**config.mk**
```make
export PLATFORM = sky130hd
export DESIGN_NAME = cmd_decoder
export DESIGN_NICKNAME = d
export VERILOG_FILES = /design/src/rtl/cmd_decoder_pkg.sv /design/src/rtl/cmd_decoder_resp_tx.sv /design/src/rtl/cmd_decoder.sv
export SDC_FILE = /design/constraint.sdc
export NUM_CORES = 1
export LEC_CHECK = 0
export CAP_MARGIN = 10
export CELL_PAD_IN_SITES_DETAIL_PLACEMENT = 0
export CELL_PAD_IN_SITES_GLOBAL_PLACEMENT = 1
export CORE_ASPECT_RATIO = 1.5
export CORE_UTILIZATION = 50
export CTS_BUF_LIST = sky130_fd_sc_hd__clkbuf_4 sky130_fd_sc_hd__clkbuf_8
export CTS_CLUSTER_SIZE = 14
export DETAILED_ROUTE_END_ITERATION = 6
export DONT_BUFFER_PORTS = 1
export PLACE_DENSITY_LB_ADDON = 0.05
export SKIP_CTS_REPAIR_TIMING = 1
export SYNTH_ARGS = -nofsm -noshare
export SYNTH_HDL_FRONTEND = slang
export SYNTH_SLANG_ARGS = --single-unit
```
**constraint.sdc**
```tcl
create_clock -name gtx_clk_bufg -period 3.45 [get_ports gtx_clk_bufg]
set_input_delay 0.69 -clock gtx_clk_bufg [delete_from_list [all_inputs] [get_ports gtx_clk_bufg]]
set_output_delay 0.69 -clock gtx_clk_bufg [all_outputs]
set_load 0.02 [all_outputs]
```
**src/rtl/cmd_decoder_pkg.sv**
```systemverilog
// Shared constants for the host command decoder: ASCII tokens, frame offsets,
// minimum frame lengths and chirp register reset values.
package cmd_decoder_pkg;

  localparam logic [7:0] ASCII_C = 8'h43;
  localparam logic [7:0] ASCII_W = 8'h57;
  localparam logic [7:0] ASCII_R = 8'h52;

  // Byte offsets from the first beat of a frame (6-bit to match the byte counter)
  localparam logic [5:0] OFS_SRC  = 6'd6;
  localparam logic [5:0] OFS_TYPE = 6'd16;
  localparam logic [5:0] OFS_OP   = 6'd18;
  localparam logic [5:0] OFS_ID   = 6'd20;
  localparam logic [5:0] OFS_DATA = 6'd24;

  localparam logic [5:0] MIN_LEN_WR = 6'd52;
  localparam logic [5:0] MIN_LEN_RD = 6'd24;
  localparam logic [5:0] RESP_LAST  = 6'd51;

  localparam logic [31:0] REG2_INIT = 32'd200;
  localparam logic [31:0] REG3_INIT = 32'h0000_0300;
  localparam logic [31:0] REG4_INIT = 32'd1;
  localparam logic [31:0] REG5_INIT = 32'h0000_1000;
  localparam logic [31:0] REG6_INIT = 32'd1;

  typedef enum logic [2:0] {RX_IDLE, RX_HDR, RX_DATA, RX_DROP, TX_SEND} state_e;
  typedef enum logic [1:0] {OP_NONE, OP_WR, OP_RD} op_e;

  function automatic logic [223:0] regs_init(input logic [31:0] r0, input logic [31:0] r1);
    return {REG6_INIT, REG5_INIT, REG4_INIT, REG3_INIT, REG2_INIT, r1, r0};
  endfunction

  // Byte-reverse a MAC so that, in a little-endian packed frame, the MSB goes out first.
  function automatic logic [47:0] mac_wire_order(input logic [47:0] m);
    return {m[7:0], m[15:8], m[23:16], m[31:24], m[39:32], m[47:40]};
  endfunction

endpackage

```
**src/rtl/cmd_decoder_resp_tx.sv**
```systemverilog
// Response serializer: snapshots a 52-byte read-response frame on start and
// streams it out on AXI-Stream, holding tdata/tvalid while tready is low.
module cmd_resp_tx #(
  parameter logic [47:0] SRC_MAC = 48'h5a0102030405
) (
  input  logic         clk,
  input  logic         rst_n,
  input  logic         start,
  input  logic [47:0]  dst_mac,
  input  logic [31:0]  cmd_id,
  input  logic [223:0] regs,
  output logic [7:0]   tdata,
  output logic         tvalid,
  output logic         tlast,
  input  logic         tready,
  output logic         done
);
  import cmd_decoder_pkg::*;

  logic [415:0] frame_q, frame_d;
  logic [5:0]   idx_q, idx_d;
  logic         valid_q, valid_d;

  // Handshake: a byte transfers on a cycle with tvalid & tready both high.
  always_comb begin
    frame_d = frame_q;
    idx_d   = idx_q;
    valid_d = valid_q;
    if (start) begin
      frame_d = {regs, cmd_id, ASCII_R, ASCII_R, ASCII_C, ASCII_C,
                 8'h00, 8'h00, 8'h26, 8'h00,
                 mac_wire_order(SRC_MAC), mac_wire_order(dst_mac)};
      idx_d   = '0;
      valid_d = 1'b1;
    end else if (valid_q && tready) begin
      if (idx_q == RESP_LAST) begin
        idx_d   = '0;
        valid_d = 1'b0;
      end else begin
        idx_d = idx_q + 6'd1;
      end
    end
  end

  always_ff @(posedge clk or negedge rst_n) begin
    if (!rst_n) begin
      frame_q <= '0;
      idx_q   <= '0;
      valid_q <= 1'b0;
    end else begin
      frame_q <= frame_d;
      idx_q   <= idx_d;
      valid_q <= valid_d;
    end
  end

  assign tdata  = valid_q ? frame_q[{idx_q, 3'b000} +: 8] : 8'h00;
  assign tvalid = valid_q;
  assign tlast  = valid_q && (idx_q == RESP_LAST);
  assign done   = valid_q && tready && (idx_q == RESP_LAST);

endmodule

```
**src/rtl/cmd_decoder.sv**
```systemverilog
// Host command decoder: parses "CC" write/read frames from the MAC rx stream,
// atomically updates the chirp register bank and queues read responses.
module cmd_decoder #(
  parameter bit          SIMULATION                = 1'b0,
  parameter logic [47:0] FPGA_MAC_ADDR             = 48'h5a0102030405,
  parameter logic [31:0] CHIRP_PRF_INT_COUNT_INIT  = 32'h00000000,
  parameter logic [31:0] CHIRP_PRF_FRAC_COUNT_INIT = 32'h927c0000
) (
  input  logic         gtx_clk_bufg,
  input  logic         gtx_resetn,
  input  logic [7:0]   gpio_dip_sw,
  output logic [7:0]   gpio_led,
  input  logic [7:0]   rx_axis_tdata,
  input  logic         rx_axis_tvalid,
  input  logic         rx_axis_tlast,
  output logic         rx_axis_tready,
  output logic [7:0]   tx_axis_tdata,
  output logic         tx_axis_tvalid,
  output logic         tx_axis_tlast,
  input  logic         tx_axis_tready,
  output logic [223:0] chirp_regs,
  output logic         cmd_update
);
  import cmd_decoder_pkg::*;

  localparam int HB_W = SIMULATION ? 6 : 26;
  localparam logic [223:0] REGS_INIT = regs_init(CHIRP_PRF_INT_COUNT_INIT, CHIRP_PRF_FRAC_COUNT_INIT);

  state_e         state_q, state_d;
  op_e            op_q, op_d;
  logic [5:0]     cnt_q, cnt_d;
  logic [7:0]     op0_q, op0_d;
  logic [47:0]    src_q, src_d;
  logic [31:0]    id_q, id_d;
  logic [223:0]   shadow_q, shadow_d;
  logic [223:0]   regs_q, regs_d;
  logic           upd_q, upd_d, start_q, start_d, err_q, err_d;
  logic           rd_tgl_q, rd_tgl_d, wr_tgl_q, wr_tgl_d;
  logic [3:0]     led_id_q, led_id_d;
  logic [HB_W-1:0] hb_q, hb_d;
  logic           beat, exec_wr, exec_rd, tx_done;
  logic [7:0]     mac_byte;
  logic           dip_unused;

  assign dip_unused = ^gpio_dip_sw[7:1];
  assign rx_axis_tready = (state_q != TX_SEND);
  assign beat = rx_axis_tvalid && rx_axis_tready;

  always_comb begin
    state_d  = state_q;
    op_d     = op_q;
    cnt_d    = cnt_q;
    op0_d    = op0_q;
    src_d    = src_q;
    id_d     = id_q;
    shadow_d = shadow_q;
    regs_d   = regs_q;
    upd_d    = 1'b0;
    start_d  = 1'b0;
    err_d    = err_q;
    rd_tgl_d = rd_tgl_q;
    wr_tgl_d = wr_tgl_q;
    led_id_d = led_id_q;
    hb_d     = hb_q + HB_W'(1);
    exec_wr  = 1'b0;
    exec_rd  = 1'b0;
    mac_byte = 8'h00;
    for (int i = 0; i < 6; i++)
      if (cnt_q == 6'(i)) mac_byte = FPGA_MAC_ADDR[8*(5-i) +: 8];

    if (beat)
      cnt_d = rx_axis_tlast ? 6'd0 : ((cnt_q == 6'd63) ? cnt_q : cnt_q + 6'd1);

    case (state_q)
      RX_IDLE, RX_HDR: begin
        if (beat) begin
          state_d = RX_HDR;
          if (cnt_q < OFS_SRC && rx_axis_tdata != mac_byte) begin
            err_d   = 1'b1;
            state_d = RX_DROP;
          end
          for (int i = 0; i < 6; i++)
            if (cnt_q == OFS_SRC + 6'(i)) src_d[8*(5-i) +: 8] = rx_axis_tdata;
          if ((cnt_q == OFS_TYPE || cnt_q == OFS_TYPE + 6'd1) && rx_axis_tdata != ASCII_C)
            state_d = RX_DROP;
          if (cnt_q == OFS_OP) op0_d = rx_axis_tdata;
          if (cnt_q == OFS_OP + 6'd1) begin
            if (op0_q == ASCII_W && rx_axis_tdata == ASCII_W) op_d = OP_WR;
            else if (op0_q == ASCII_R && rx_axis_tdata == ASCII_R) op_d = OP_RD;
            else begin
              op_d    = OP_NONE;
              state_d = RX_DROP;
            end
          end
          for (int i = 0; i < 4; i++)
            if (cnt_q == OFS_ID + 6'(i)) id_d[8*i +: 8] = rx_axis_tdata;
          if (cnt_q == OFS_DATA - 6'd1 && state_d == RX_HDR) state_d = RX_DATA;
          // A frame that ends inside the header is only valid as a minimum-length read.
          if (rx_axis_tlast) begin
            if (state_d != RX_DROP) begin
              if (cnt_q == MIN_LEN_RD - 6'd1 && op_d == OP_RD) exec_rd = 1'b1;
              else err_d = 1'b1;
            end
            state_d = RX_IDLE;
          end
        end
      end
      RX_DATA: begin
        if (beat) begin
          if (op_q == OP_WR)
            for (int i = 0; i < 28; i++)
              if (cnt_q == OFS_DATA + 6'(i)) shadow_d[8*i +: 8] = rx_axis_tdata;
          if (rx_axis_tlast) begin
            state_d = RX_IDLE;
            if (op_q == OP_RD) exec_rd = 1'b1;
            else if (cnt_q >= MIN_LEN_WR - 6'd1) exec_wr = 1'b1;
            else err_d = 1'b1;
          end
        end
      end
      RX_DROP: begin
        if (beat && rx_axis_tlast) state_d = RX_IDLE;
      end
      TX_SEND: begin
        if (tx_done) state_d = RX_IDLE;
      end
      default: state_d = RX_IDLE;
    endcase

    // shadow_d already holds the final data byte when tlast arrives on byte 51.
    if (exec_wr && gpio_dip_sw[0]) begin
      regs_d   = shadow_d;
      upd_d    = 1'b1;
      wr_tgl_d = ~wr_tgl_q;
      led_id_d = id_q[3:0];
    end
    if (exec_rd && gpio_dip_sw[0]) begin
      state_d  = TX_SEND;
      start_d  = 1'b1;
      rd_tgl_d = ~rd_tgl_q;
      led_id_d = id_q[3:0];
    end
  end

  always_ff @(posedge gtx_clk_bufg or negedge gtx_resetn) begin
    if (!gtx_resetn) begin
      state_q  <= RX_IDLE;
      op_q     <= OP_NONE;
      cnt_q    <= '0;
      op0_q    <= '0;
      src_q    <= '0;
      id_q     <= '0;
      shadow_q <= '0;
      regs_q   <= REGS_INIT;
      upd_q    <= 1'b0;
      start_q  <= 1'b0;
      err_q    <= 1'b0;
      rd_tgl_q <= 1'b0;
      wr_tgl_q <= 1'b0;
      led_id_q <= '0;
      hb_q     <= '0;
    end else begin
      state_q  <= state_d;
      op_q     <= op_d;
      cnt_q    <= cnt_d;
      op0_q    <= op0_d;
      src_q    <= src_d;
      id_q     <= id_d;
      shadow_q <= shadow_d;
      regs_q   <= regs_d;
      upd_q    <= upd_d;
      start_q  <= start_d;
      err_q    <= err_d;
      rd_tgl_q <= rd_tgl_d;
      wr_tgl_q <= wr_tgl_d;
      led_id_q <= led_id_d;
      hb_q     <= hb_d;
    end
  end

  cmd_resp_tx #(.SRC_MAC(FPGA_MAC_ADDR)) u_resp_tx (
    .clk     (gtx_clk_bufg),
    .rst_n   (gtx_resetn),
    .start   (start_q),
    .dst_mac (src_q),
    .cmd_id  (id_q),
    .regs    (regs_q),
    .tdata   (tx_axis_tdata),
    .tvalid  (tx_axis_tvalid),
    .tlast   (tx_axis_tlast),
    .tready  (tx_axis_tready),
    .done    (tx_done)
  );

  assign chirp_regs = regs_q;
  assign cmd_update = upd_q;
  assign gpio_led   = {led_id_q, err_q, rd_tgl_q, wr_tgl_q, hb_q[HB_W-1]};

endmodule

```
==> impl_metrics.toml <==
[final_layout]
area.growth.synth_to_final_pct = 13.4
final_layout_size_suffix_gt1_share_pct = 52.3
postLayoutCellArea_sq_um = 41800
fin_cells = 3505
final_stage_net_count = 2503

[sta]
timing_worst_slew_pin_value_ns = 3.55
timing.fmax_ghz = 0.261
finalSetupViolCount = 8
min_period_over_period_pct = 111
finalHoldWorstSlack_ns = -0.399
slew-limit-headroom_pct = -136
period_minus_slack_ns = 3.83
clock-skew-final_ns = 0.0319
finalWorstSetupSlack_ns = -0.376
grt_setup_unrepaired = "yes"
hold_viol_final = 480
slew_violations = 439

[routing]
dr.pass1.iters = 5
drt.antenna.violating_nets = 0
drt_wl_total_mm = 95.9
via_count = 20500
drc = 0
drt_initial_violations = 1483
avgRoutedWirePerCell_microns = 27.4
routed_via_density = 5.85

[critical_path]
worst-path-max-fanout = 7
path_class = "flip-flop to primary output"
cell_by_cell_trace_of_the_critical_path = "buf_12 -> buf_8 -> clkbuf_16 -> mux2i_1 -> a22oi_1 -> nand3_2 -> a21oi_4 -> o21ai_2 -> a32oi_2 -> buf_4"
rr_endpoint = "chirp_regs[43]$_DFFE_PN0P_"
critical_path.endpoint_type = "primary output"
worst-endpoint-required_ns = 2.76
r2r.worst_path.cells = 6
setup.worst_path.start = "u_resp_tx.idx_q[0]$_DFFE_PN0P_"
timing.critical_path.slowest_cell_delay_ns = 0.55
slowest_stage_cell_cp = "dfrtp_4"
crit_path_start_kind = "flip-flop"
arrival_ns = 3.14
worst_r2r_startpoint = "state_q[1]$_DFFE_PN0P_"
flop_to_flop_setup_slack_ns = 0.32

[synthesis]
netlist_instances = 2366
post-synth-top-area-fraction_pct = 59.7
synth.lib_cells_used.distinct = 70
proportion_of_register_bits_with_asynchronous_set_or_reset_after_synthesis_pct = 100
synthDominantAreaCellType = "dfrtp_1"
flip_flop_and_latch_count_after_synthesis = 894
syn-mean-instance-area_sq_um = 15.6
ys_top_cells_by_area = "dfrtp_1 (60%), mux2_2 (25%), mux4_2 (4.1%), clkbuf_1 (1.2%), dfstp_2 (1.1%)"
synthesis.yosys.warnings = 0
synth_edf_count = 0
synthesis.area_sq_um = 36800
synth.cells.most_frequent = "dfrtp_1 (878), mux2_2 (818), clkbuf_1 (113)"
synth.net_count = 2393
yosys_most_used_dff = "dfrtp_1"
yosysMostFrequentCell = "dfrtp_1"
synth_seq_area_share_pct = 60.8

[run]
max_cap_viols = 0

[global_route]
grt-busiest-layer = "met2"
antenna_found_initial = 3
grt_pass1_vias = 21700
met1_demand_to_capacity_share_in_global_routing_pct = 31.5
grt_max_degree = 895
grt_pass1_wl_mm = 142
gr-total-overflow = 0
grt.total_usage_pct = 25.8
groute.layer.met3.usage_pct = 7.75
grt.met2_usage_pct = 43.2

[floorplanning]
top_level_ports = 265
start_util_pct = 50.7
chipWidth_microns = 224
rows = 121
dieHeight_microns = 334
area_of_the_die_sq_um = 74800
fp.coreArea_sq_um = 72700

[clocking]
cts_buffer_depth = 3
h-tree-depth = 4
worst_skew_pair.late_latency_ns = 0.81
clock_sink_count = 894
cts_made_buffers = 137
cts_root_buffer = "clkbuf_8"
cts.clk_slew.worst_paths_ns = 0.06
cts_tree = "built"

[placement]
dpl.cell_count = 3208
post_detailed_placement_half_perimeter_wirelength_mm = 59.4
weighted_congestion_reported_at_the_end_of_routability_driven_placement = 0.899
dp_worst_setup_slack_ns = 0.277
placed_cell_areas_sq_um = 38000
place.port_buffers = 0

[status]
status = "complete, but fails checks"
violations_in_the_final_reports = "hold timing, slew limit, setup timing"

[power_and_ir_drop]
design_power_total_w = 0.0200
power.static_leakage_nw = 20.4
worst_ir_drop_vdd_mv = 0.336
pwr_density_cell_nw_per_um2 = 478

[hold_path]
worstHoldPathType = "primary input to async pin"
==> power breakdown <==
part,internal [W],leakage [nW],switching [W]
logic,0.0000887,6.48,0.000114
clock network,0.00511,1.55,0.00408
registers,0.0105,12.4,0.0000397
==> metal layers <==
metal	up-vias	share of wire (%)
met4	2	2.7
met2	513	51
li1	8802	-
met3	155	6.6
met5	-	0.015
met1	11000	40
==> metrics by stage <==
stage	utilization [%]	TNS, ns
after floorplan	-	0
after global placement	52.3	0
after detailed placement	52.3	0
after CTS	56.3	-4.07
after global routing	57.5	-3.13
final	57.5	-2.40
==> sequential cells by signal, summed over array words and instances (netlist names) <==
register,flops
rd_tgl_q,1
led_id_q,4
cmd_update,1
hb_q,26
u_resp_tx.idx_q,6
op_q,2
start_q,1
op0_q,8
src_q,48
cnt_q,6
id_q,32
wr_tgl_q,1
shadow_q,224
u_resp_tx.frame_q,305
err_q,1
u_resp_tx.tvalid,1
state_q,3
chirp_regs,224
==> cell usage in the layout (no fill, tap or decap), types with 23 or more instances in the layout <==
| cell | n |
|---|---|
| mux2i_1 | 27 |
| clkbuf_8 | 177 |
| clkbuf_4 | 48 |
| nand2_1 | 50 |
| mux2_2 | 818 |
| xnor2_1 | 23 |
| buf_4 | 88 |
| nand3_1 | 34 |
| dfrtp_1 | 874 |
| nor2_1 | 37 |
| mux4_2 | 67 |
==> worst max-delay path by stage <==
stage / end / slack (ns) / cells past startpoint
6_report: tx_axis_tdata[0] / -0.38 / 10
5_1_grt: tx_axis_tdata[5] / -0.47 / 9
4_1_cts: tx_axis_tdata[7] / -0.61 / 7
3_5_place_dp: tx_axis_tdata[7] / 0.28 / 7
3_3_place_gp: tx_axis_tdata[7] / 0.28 / 7
2_1_floorplan: tx_axis_tdata[0] / 0.47 / 9
==> logic make-up (layout without fill, tap and decap cells) <==
family / count (synthesis) / after routing / share of synthesized area, %
AND/OR/NAND/NOR: 233 / 233 / 3.55
AO/OA/AOI/OAI: 98 / 98 / 1.88
other: 0 / 4 / 0
XOR/XNOR: 31 / 31 / 0.737
adder cells (fa/ha/maj): 6 / 6 / 0.204
buffers and inverters: 159 / 372 / 1.84
multiplexers: 945 / 945 / 31.0
flip-flops: 894 / 894 / 60.8
==> area by class of cell <==
| type | instances | area, sq um |
|---|---|---|
| fill | 5852 | 30900 |
| sequential | 894 | 22400 |
| multi-input combinational | 1313 | 14000 |
| clock buffer | 225 | 2800 |
| timing repair buffer | 120 | 1270 |
| tap | 922 | 1150 |
| clock inverter | 17 | 108 |
| inverter | 10 | 37.5 |
| antenna | 4 | 10.0 |
==> worst max-delay path, delay by kind of cell (launching register included) <==
family	cells	cell delay, ns
compound gates	4	0.84
buf+inv	4	0.68
flops	1	0.55
mux	1	0.14
simple gates	1	0.12
No activity file was read; power rests on OpenSTA's default activity.
